===== src/rtl/fifo_mac_pkg.sv =====
// fifo_mac_pkg
//   Shared definitions for the two-stream multiply-accumulate engine.
//   - mac_out_width(): accumulator/result width that cannot overflow for
//     PACKET_LEN products of two WIDTH-bit operands.
//   - prod_stage_t: the product pipeline register.
//     The product is held sign- or zero-extended to MAX_PROD_W bits so one
//     struct type serves every parameterisation with WIDTH < 32.
package fifo_mac_pkg;

  localparam int MAX_PROD_W = 64;

  typedef struct packed {
    logic [MAX_PROD_W-1:0] prod;
    logic                  prod_v;
  } prod_stage_t;

  function automatic int mac_out_width(input int width, input int packet_len);
    return 2 * width + $clog2(packet_len);
  endfunction

endpackage


===== src/rtl/sync_fifo.sv =====
// sync_fifo
//   Single-clock FIFO with a flop-based array. The head word is read
//   straight from the storage flops, so rd_data is valid whenever !empty.
//   No same-cycle pass-through: a write while full is dropped even if a
//   read happens in the same cycle.
// Ports:
//   clk, rst            clock, synchronous active-high reset
//   wr_en, wr_data      push request and data (ignored when full or in reset)
//   rd_en               pop request (ignored when empty)
//   rd_data             current head word
//   full, empty, count  occupancy status
module sync_fifo #(
  parameter int WIDTH = 8,
  parameter int DEPTH = 16,
  localparam int AW = $clog2(DEPTH)
) (
  input  logic             clk,
  input  logic             rst,
  input  logic             wr_en,
  input  logic [WIDTH-1:0] wr_data,
  input  logic             rd_en,
  output logic [WIDTH-1:0] rd_data,
  output logic             full,
  output logic             empty,
  output logic [AW:0]      count
);

  logic [WIDTH-1:0] mem_q [DEPTH];
  // One extra pointer bit distinguishes full from empty when the indices match.
  logic [AW:0] wr_ptr_q, wr_ptr_d;
  logic [AW:0] rd_ptr_q, rd_ptr_d;
  logic        do_wr, do_rd;

  assign full    = (wr_ptr_q[AW] != rd_ptr_q[AW]) &&
                   (wr_ptr_q[AW-1:0] == rd_ptr_q[AW-1:0]);
  assign empty   = (wr_ptr_q == rd_ptr_q);
  assign count   = wr_ptr_q - rd_ptr_q;
  assign do_wr   = wr_en && !full && !rst;
  assign do_rd   = rd_en && !empty;
  assign rd_data = mem_q[rd_ptr_q[AW-1:0]];

  always_comb begin
    wr_ptr_d = wr_ptr_q + (AW+1)'(do_wr);
    rd_ptr_d = rd_ptr_q + (AW+1)'(do_rd);
  end

  always_ff @(posedge clk) begin
    if (rst) begin
      wr_ptr_q <= '0;
      rd_ptr_q <= '0;
    end else begin
      wr_ptr_q <= wr_ptr_d;
      rd_ptr_q <= rd_ptr_d;
    end
  end

  always_ff @(posedge clk) begin
    if (do_wr) mem_q[wr_ptr_q[AW-1:0]] <= wr_data;
  end

endmodule


===== src/rtl/fifo_mac_stream_acc.sv =====
// fifo_mac_stream_acc
//   Buffers two operand streams in separate FIFOs, pops one word from each
//   together, multiplies them (stage 1) and sums PACKET_LEN consecutive
//   products into one result (stage 2) presented on a registered output.
// Ports:
//   clk, rst                         clock, synchronous active-high reset
//   data_in1/valid_in1/ready_1       stream 1 input
//   data_in2/valid_in2/ready_2       stream 2 input
//   data_o/valid_o/ready_o           result output
// Handshake (all three interfaces): a word transfers on a rising edge where
//   valid && ready are both high. valid_o/data_o stay stable until taken.
//   ready_k depends only on FIFO fullness and rst, never on valid_ink.
module fifo_mac_stream_acc
  import fifo_mac_pkg::*;
#(
  parameter int WIDTH      = 8,
  parameter int DEPTH      = 16,
  parameter int PACKET_LEN = 4,
  parameter int SIGNED     = 0,
  localparam int OUT_W     = mac_out_width(WIDTH, PACKET_LEN)
) (
  input  logic             clk,
  input  logic             rst,
  input  logic [WIDTH-1:0] data_in1,
  input  logic             valid_in1,
  output logic             ready_1,
  input  logic [WIDTH-1:0] data_in2,
  input  logic             valid_in2,
  output logic             ready_2,
  output logic [OUT_W-1:0] data_o,
  output logic             valid_o,
  input  logic             ready_o
);

  localparam int PROD_W = 2 * WIDTH;
  localparam int AW     = $clog2(DEPTH);
  localparam int CNT_W  = (PACKET_LEN > 1) ? $clog2(PACKET_LEN) : 1;

  logic [WIDTH-1:0] head1, head2;
  logic             full1, full2, empty1, empty2;
  logic [AW:0]      count1, count2;
  logic             en, pop;

  // Fill levels are available on the FIFO instances for observation only.
  logic unused_count;
  assign unused_count = ^{count1, count2};

  assign ready_1 = !full1 && !rst;
  assign ready_2 = !full2 && !rst;
  // The whole pipeline moves only when the output register can take a result.
  assign en      = !valid_o_q || ready_o;
  assign pop     = en && !empty1 && !empty2;

  sync_fifo #(.WIDTH(WIDTH), .DEPTH(DEPTH)) u_fifo1 (
    .clk(clk), .rst(rst), .wr_en(valid_in1 && ready_1), .wr_data(data_in1),
    .rd_en(pop), .rd_data(head1), .full(full1), .empty(empty1), .count(count1)
  );

  sync_fifo #(.WIDTH(WIDTH), .DEPTH(DEPTH)) u_fifo2 (
    .clk(clk), .rst(rst), .wr_en(valid_in2 && ready_2), .wr_data(data_in2),
    .rd_en(pop), .rd_data(head2), .full(full2), .empty(empty2), .count(count2)
  );

  prod_stage_t      prod_q, prod_d;
  logic [OUT_W-1:0] acc_q, acc_d;
  logic [OUT_W-1:0] data_o_q, data_o_d;
  logic             valid_o_q, valid_o_d;
  logic [CNT_W-1:0] pkt_cnt_q, pkt_cnt_d;

  logic [PROD_W-1:0] a_ext, b_ext, prod_raw;
  logic [OUT_W-1:0]  sum;
  logic              last;

  assign data_o  = data_o_q;
  assign valid_o = valid_o_q;

  always_comb begin
    // The low PROD_W bits of a product of extended operands are correct for
    // both unsigned and two's-complement interpretation.
    if (SIGNED != 0) begin
      a_ext = {{WIDTH{head1[WIDTH-1]}}, head1};
      b_ext = {{WIDTH{head2[WIDTH-1]}}, head2};
    end else begin
      a_ext = {{WIDTH{1'b0}}, head1};
      b_ext = {{WIDTH{1'b0}}, head2};
    end
    prod_raw = a_ext * b_ext;

    prod_d = prod_q;
    if (en) begin
      if (SIGNED != 0) prod_d.prod = {{(MAX_PROD_W-PROD_W){prod_raw[PROD_W-1]}}, prod_raw};
      else             prod_d.prod = {{(MAX_PROD_W-PROD_W){1'b0}}, prod_raw};
      prod_d.prod_v = pop;
    end

    // Truncation is exact: the product was extended with its own sign rule.
    sum  = acc_q + OUT_W'(prod_q.prod);
    last = (pkt_cnt_q == CNT_W'(PACKET_LEN - 1));

    acc_d     = acc_q;
    pkt_cnt_d = pkt_cnt_q;
    data_o_d  = data_o_q;
    valid_o_d = valid_o_q;
    if (valid_o_q && ready_o) valid_o_d = 1'b0;
    if (en && prod_q.prod_v) begin
      if (last) begin
        data_o_d  = sum;
        valid_o_d = 1'b1;
        acc_d     = '0;
        pkt_cnt_d = '0;
      end else begin
        acc_d     = sum;
        pkt_cnt_d = pkt_cnt_q + 1'b1;
      end
    end
  end

  always_ff @(posedge clk) begin
    if (rst) begin
      prod_q    <= '0;
      acc_q     <= '0;
      pkt_cnt_q <= '0;
      data_o_q  <= '0;
      valid_o_q <= 1'b0;
    end else begin
      prod_q    <= prod_d;
      acc_q     <= acc_d;
      pkt_cnt_q <= pkt_cnt_d;
      data_o_q  <= data_o_d;
      valid_o_q <= valid_o_d;
    end
  end

endmodule


===== config.mk =====
export PLATFORM = sky130hd
export DESIGN_NAME = fifo_mac_stream_acc
export DESIGN_NICKNAME = d
export VERILOG_FILES = /design/src/rtl/fifo_mac_pkg.sv /design/src/rtl/sync_fifo.sv /design/src/rtl/fifo_mac_stream_acc.sv
export SDC_FILE = /design/constraint.sdc
export NUM_CORES = 1
export LEC_CHECK = 0
export CORE_AREA = 3 3 194 291
export DETAILED_ROUTE_END_ITERATION = 10
export DIE_AREA = 0 0 197 294
export HOLD_SLACK_MARGIN = 0.03
export RECOVER_POWER = 100
export SKIP_CTS_REPAIR_TIMING = 1
export SLEW_MARGIN = 15
export SYNTH_ARGS = -nofsm -noshare
export SYNTH_HDL_FRONTEND = slang
export SYNTH_SLANG_ARGS = --single-unit

===== constraint.sdc =====
create_clock -name clk -period 5.5 [get_ports clk]
set_clock_uncertainty 0.15 [all_clocks]
set_input_delay 1.1 -clock clk [delete_from_list [all_inputs] [get_ports clk]]
set_output_delay 1.1 -clock clk [all_outputs]
set_load 0.02 [all_outputs]

==> metrics <==
EDFF count, synth=256; Synth cell types=74; Hold Vio Cnt, Final=0; initial antenna violation count=1; Peak VDD IR=0.0003475 V; CTS buffer count=34; setup TNS=0 ps; Yosys reg bits=332; Antenna diodes=0; initial drt markers=453; Synth area leaders=edfxtp_1 48%, dfxtp_1 9.4%, mux4_2 6.1%; Mapped Area=0.01613 mm²; ANT nets after route=0; worst min path class=register to register; Yosys top cell by area=edfxtp_1; Die ar.=0.05792 mm²; CP Max Fanout=8; critical path arrival=5690 ps; CP Data Required Time=5810 ps; CTS tree=yes; Post-layout nets=1,395; status=finished clean; Leakage Power=6.727 nW; CTS Root Cell=clkbuf_16; Mapped Avg Cell Area=13.80 µm²; hpwl dp=24,080 µm; Layout Area Growth over Synthesis=19.05%; Synth top area share=47.65%; initial core utilization=29.95%; max-slew violations=0; die width=197 µm; routed wire length=34,940 µm; Overall Global Routing Usage=11.99%; GRT overflow=0; slew of the pin with the lowest slew margin=958.9 ps; Top FF cell, synth=edfxtp_1; fmax=185.9 MHz; critical path capture point type=register; Via density=4.821; Std-Cell Rows=104; FFs w/ async S/R, synth=0%; Final setup viols=0; count leader, synth=edfxtp_1; later-pin clock latency in the skew report=550 ps; PwrDens=419.4 mW/mm²; htree depth=2; Max stage delay cell, worst path=fa_1; WP buf/inv=5; DRC Markers=0; critical path class=register to register; number of detailed-route iterations in the first pass=4; max cap viols=0; fin crit period=5380 ps; Layout Cells excl Fill=1,991; sequential share of the synthesized area=57.08%; largest net degree at the start of global routing=59; Avg WL per Cell=17.55 µm; Final Wtd Congestion=0.7904; gate count after technology mapping=1,169; crit share post-route=97.82%; clk sinks=332; DIE HEIGHT=294 µm; Setup crit start kind=register; crit path cell chain=buf_12 > mux4_2 > mux2_4 > o21ai_4 > nor2_4 > fa_1 > inv_2 > fa_1 > inv_2 > fa_1 > inv_2 > fa_1 > inv_2 > ha_4 > o21a_1 > o31a_1 > o21a_1 > o21ai_1 > or3b_1 > a21oi_1; vias=9,599; ratio of cells with drive above 1 in the final layout=20.05%; Clock transition at path regs=60 ps; commonest cells in the netlist=256 x edfxtp_1, 124 x nor2_1, 76 x dfxtp_1; first-pass GRT wire length=55,100 µm; slowest stage delay, CP=550 ps; Synthesized Nets=1,288; relative slew slack=35.84%; Yosys Warn Count=0; dpl cells=1,917; Ports=42; RSZ-0062 raised after global routing=yes; core area=0.05387 mm²; vias in the first global route=10,000; Port-buffer cells=41; kind of cell adding the most delay to the critical path=adder cells; Max Root-Sink Buffers=3; # fillers=5,208
## worst paths after layout
check | from | endpoint | slack [ps] | cells past startpoint
max | u_fifo2.rd_ptr_q[0] | prod_q[10] | 120 | 20
min reg2reg | data_o[3] | data_o[3] | 310 | 2
min | data_o[3] | data_o[3] | 310 | 2
max reg2reg | u_fifo2.rd_ptr_q[0] | prod_q[10] | 120 | 20
## through the flow
step	hold slack (ps)	utilization, %	cell area [µm²]	worst slack [ps]	total power (W)
after global routing	335.6	35.65	19210	-74.86	0.008597
after detailed placement	302.7	32.99	17770	-157.2	0.005403
after CTS	311.7	35.04	18880	-170.9	0.007706
final	307.3	35.65	19210	119.7	0.008055
after global placement	297.1	32.99	17770	-121.5	0.005358
after floorplan	286.2	-	16130	39.69	0.004667
## state kept, by name (all words and copies together), names as in the netlist
register          count
u_fifo1.mem_q       128
u_fifo2.mem_q       128
acc_q                18
data_o               18
prod_q               17
u_fifo1.rd_ptr_q      5
u_fifo1.wr_ptr_q      5
u_fifo2.rd_ptr_q      5
u_fifo2.wr_ptr_q      5
pkt_cnt_q             2
valid_o               1
## cells by family after synthesis
family,after synthesis,synth area share (%)
AOI/OAI and AO/OA,150,6.499
xor gates and xnor gates,34,1.846
adders and majority gates,98,9.322
and+or+nand+nor,337,10.10
DFF,332,57.08
buffers and inverters,120,3.521
muxes,98,11.63
## per-layer routing
metal | share of wire (%) | track usage, %
met5 | 0.020 | 0
met4 | 3.0 | 4.315
met3 | 3.1 | 1.684
met2 | 55 | 22.70
met1 | 39 | 13.67
## worst reg2reg max path: stages (launching register included)
cell,delay [ps]
dfxtp_4,420
buf_12,160
mux4_2,490
mux2_4,300
o21ai_4,210
nor2_4,50
fa_1,550
inv_2,40
fa_1,550
inv_2,40
fa_1,490
inv_2,40
fa_1,510
inv_2,50
ha_4,240
o21a_1,100
o31a_1,140
o21a_1,210
o21ai_1,100
or3b_1,340
a21oi_1,110
## layout make-up
cell class              instances  area, µm²  share of cell area [%]
inverters                      61      229.0                   1.192
well taps                     689      862.1                   4.489
clock buffers                  45      902.1                   4.697
repair buffers                130       1282                   6.678
clock inverters                17      200.2                   1.042
flip-flops and latches        332       9216                   47.99
multi-input cells             717       6514                   33.92
## power by group
| part | total (W) | internal, W | switching (W) |
|---|---|---|---|
| logic | 0.00298 | 0.00148 | 0.00150 |
| clock network | 0.00226 | 0.00128 | 0.000981 |
| registers | 0.00282 | 0.00277 | 0.0000485 |
## cell usage in the layout, fill, tap and decap left out, drive strengths merged, types with 17 or more instances in the layout
cell type,Yosys,routed
o21ai,38,38
xnor2,21,21
inv,61,62
nand3,30,30
nand2,69,69
edfxtp,256,256
mux4,64,64
a21oi,51,51
nor3,27,27
nor2b,17,17
ha,61,61
mux2i,18,18
clkdlybuf4s50,0,24
clkbuf,23,47
nor2,125,125
fa,37,37
dfxtp,76,76
buf,36,88
No activity file was read; power rests on OpenSTA's default activity.
==> patch (same settings) <==
`WIDTH` is set to 8 in 2 places; all go to 7.
--- a/src/rtl/sync_fifo.sv
+++ b/src/rtl/sync_fifo.sv
@@ -12,3 +12,3 @@
 module sync_fifo #(
-  parameter int WIDTH = 8,
+  parameter int WIDTH = 7,
   parameter int DEPTH = 16,
--- a/src/rtl/fifo_mac_stream_acc.sv
+++ b/src/rtl/fifo_mac_stream_acc.sv
@@ -15,3 +15,3 @@
 #(
-  parameter int WIDTH      = 8,
+  parameter int WIDTH      = 7,
   parameter int DEPTH      = 16,
Interface: changed (resized data_in1, data_in2 and data_o); port bits go from 42 to 38. The function was not compared with the original's and may differ.
==> patch against the original RTL <==
- sequential power down 12%
- total power down 23%
- sequential cell count down 38
- non-clock buffer count down 24
- synthesized cell count down 14%
- cell area down 14%
- routed wire length shrank 14%
- count of clock-buffer cells in the layout shrank 7
- combinational power is 40% lower
- first-iteration DRC count is 5.3% lower
- area after synthesis is 13% lower
- worst setup slack barely moved
- cell count down 9.5%
- largest cell class unchanged
==> patch: results (changes against the original RTL) <==
status finished, final reports clean; FF+latch count 294 (-11%); R2R cell count 18 (-10%); TritonRoute pass-1 iters 5 (+1); Flop+latch power 2490 µW (-12%); Non-CTS inverters 36 (-41%); # nets final 1,191 (-15%); worst reg2reg endpoint prod_q[11]; routability cong. 0.7739 (-2.1%); global-route wire length before repair 47,660 µm (-14%); area of the multi-input gates 5582 µm² (-14%); fillers 5,414 (+4.0%); Clock Latency Late Sink 590 ps (+40 ps); Clock Network Area Fraction 5.426% (-0.31 points); Least-Margin Pin Slew 1318 ps (+359.6 ps); DR WL met3 1100 µm (+2.9%); fmax 185.9 MHz (about the same); Num CTS Buffers 29 (-15%); Setup WS pre-CTS -34.68 ps (+122.5 ps); worst vdd ir 277.4 µV (-20%); fin util 30.82% (-4.8 points); largest cells by area after synthesis edfxtp_1 (48%), dfxtp_1 (10%), mux4_2 (8.2%), ha_1 (4.9%), fa_1 (3.6%); layout cell share with drive strength beyond 1 17.34% (-2.7 points); Plain + repair buffers 106 (-18%); Global Route met2 Usage 19.89% (-2.8 points); leakage power 0.005684 µW (-16%); vias in the first global route 8,597 (-14%); hpwl dp 21,040 µm (-13%); Non-clock buffer share 5.946% (-0.73 points); Synth Net Count 1,105 (-14%); WL final 30,040 µm (-14%); largest net degree at the start of global routing 42 (-29%); Netlist cell types 74 (unchanged); Clock H-tree levels 1 (-1); power share of the clock group 30.9% (+2.9 points); Multi-In Gates 625 (-13%); Post-synth EDFFs 224 (-13%); r2r startpoint u_fifo1.rd_ptr_q[0]; CLK BUF 38 (-16%); Seq/total area 49.01% (+1.0 points); Iter 0 DRT Violations 429 (-5.3%); sequential area share after synthesis 57.82% (+0.74 points); met3 usage 1.649% (-0.034 points); total track usage 10.38% (-1.6 points); WL met1 11,830 µm (-14%); DR WL met2 16,280 µm (-15%); M1 GR Usage 11.56% (-2.1 points); Synth top area share 47.85% (+0.20 points); number of port buffers 37 (-9.8%); most frequent cells after synthesis edfxtp_1 (224), nor2_1 (94), dfxtp_1 (70), ha_1 (55), nand2_1 (54); via density per instance 4.561 (-5.4%); internal power 4380 µW (-21%)
patch: cell count changes in the layout (fill, tap and decap cells not counted), sizes merged, moves of 8 or more:
| cell | delta |
|---|---|
| a21oi | -12 |
| buf | -30 |
| clkdlybuf4s50 | -22 |
| dlygate4sd3 | +18 |
| edfxtp | -32 |
| fa | -12 |
| inv | -23 |
| mux4 | -8 |
| nand2 | -15 |
| nand2b | +9 |
| nand3 | -11 |
| nand3b | +15 |
| nor2 | -31 |
patch: metrics by stage:
step / power (µW) / std cells / cell area [µm²]
final: 6202 / 1802 / 16600
after global placement: 4160 / 1732 / 15460
after global routing: 6587 / 1802 / 16600
after floorplan: 3724 / 1006 / 14060
after CTS: 6126 / 1784 / 16360
after detailed placement: 4191 / 1732 / 15460
patch: cells by family after synthesis:
kind of cell / count (synthesis) / share of synthesized area, %
simple gates: 295 / 10.81
flops: 294 / 57.82
compound gates: 136 / 6.765
buf+inv: 87 / 3.009
mux: 82 / 11.14
fa+ha+maj: 80 / 8.456
xor+xnor: 32 / 1.994
patch: worst max-delay path, delay by kind of cell (launching register included):
family	cells	cell delay, ps
AO/OA/AOI/OAI	5	750
buffers and inverters	3	310
multiplexers	2	790
adder cells (fa/ha/maj)	5	2310
flip-flops	1	390
AND/OR/NAND/NOR	3	610
patch: worst min-delay path by stage:
stage / from / to / slack, ps / cells past startpoint
finish: data_o[4] / data_o[4] / 300 / 2
global route: data_o[3] / data_o[3] / 330 / 2
CTS: data_o[4] / data_o[4] / 310 / 2
detailed placement: data_o[10] / data_o[10] / 300 / 2
global placement: data_o[10] / data_o[10] / 300 / 2
floorplan: prod_q[3] / prod_q[3] / 290 / 2
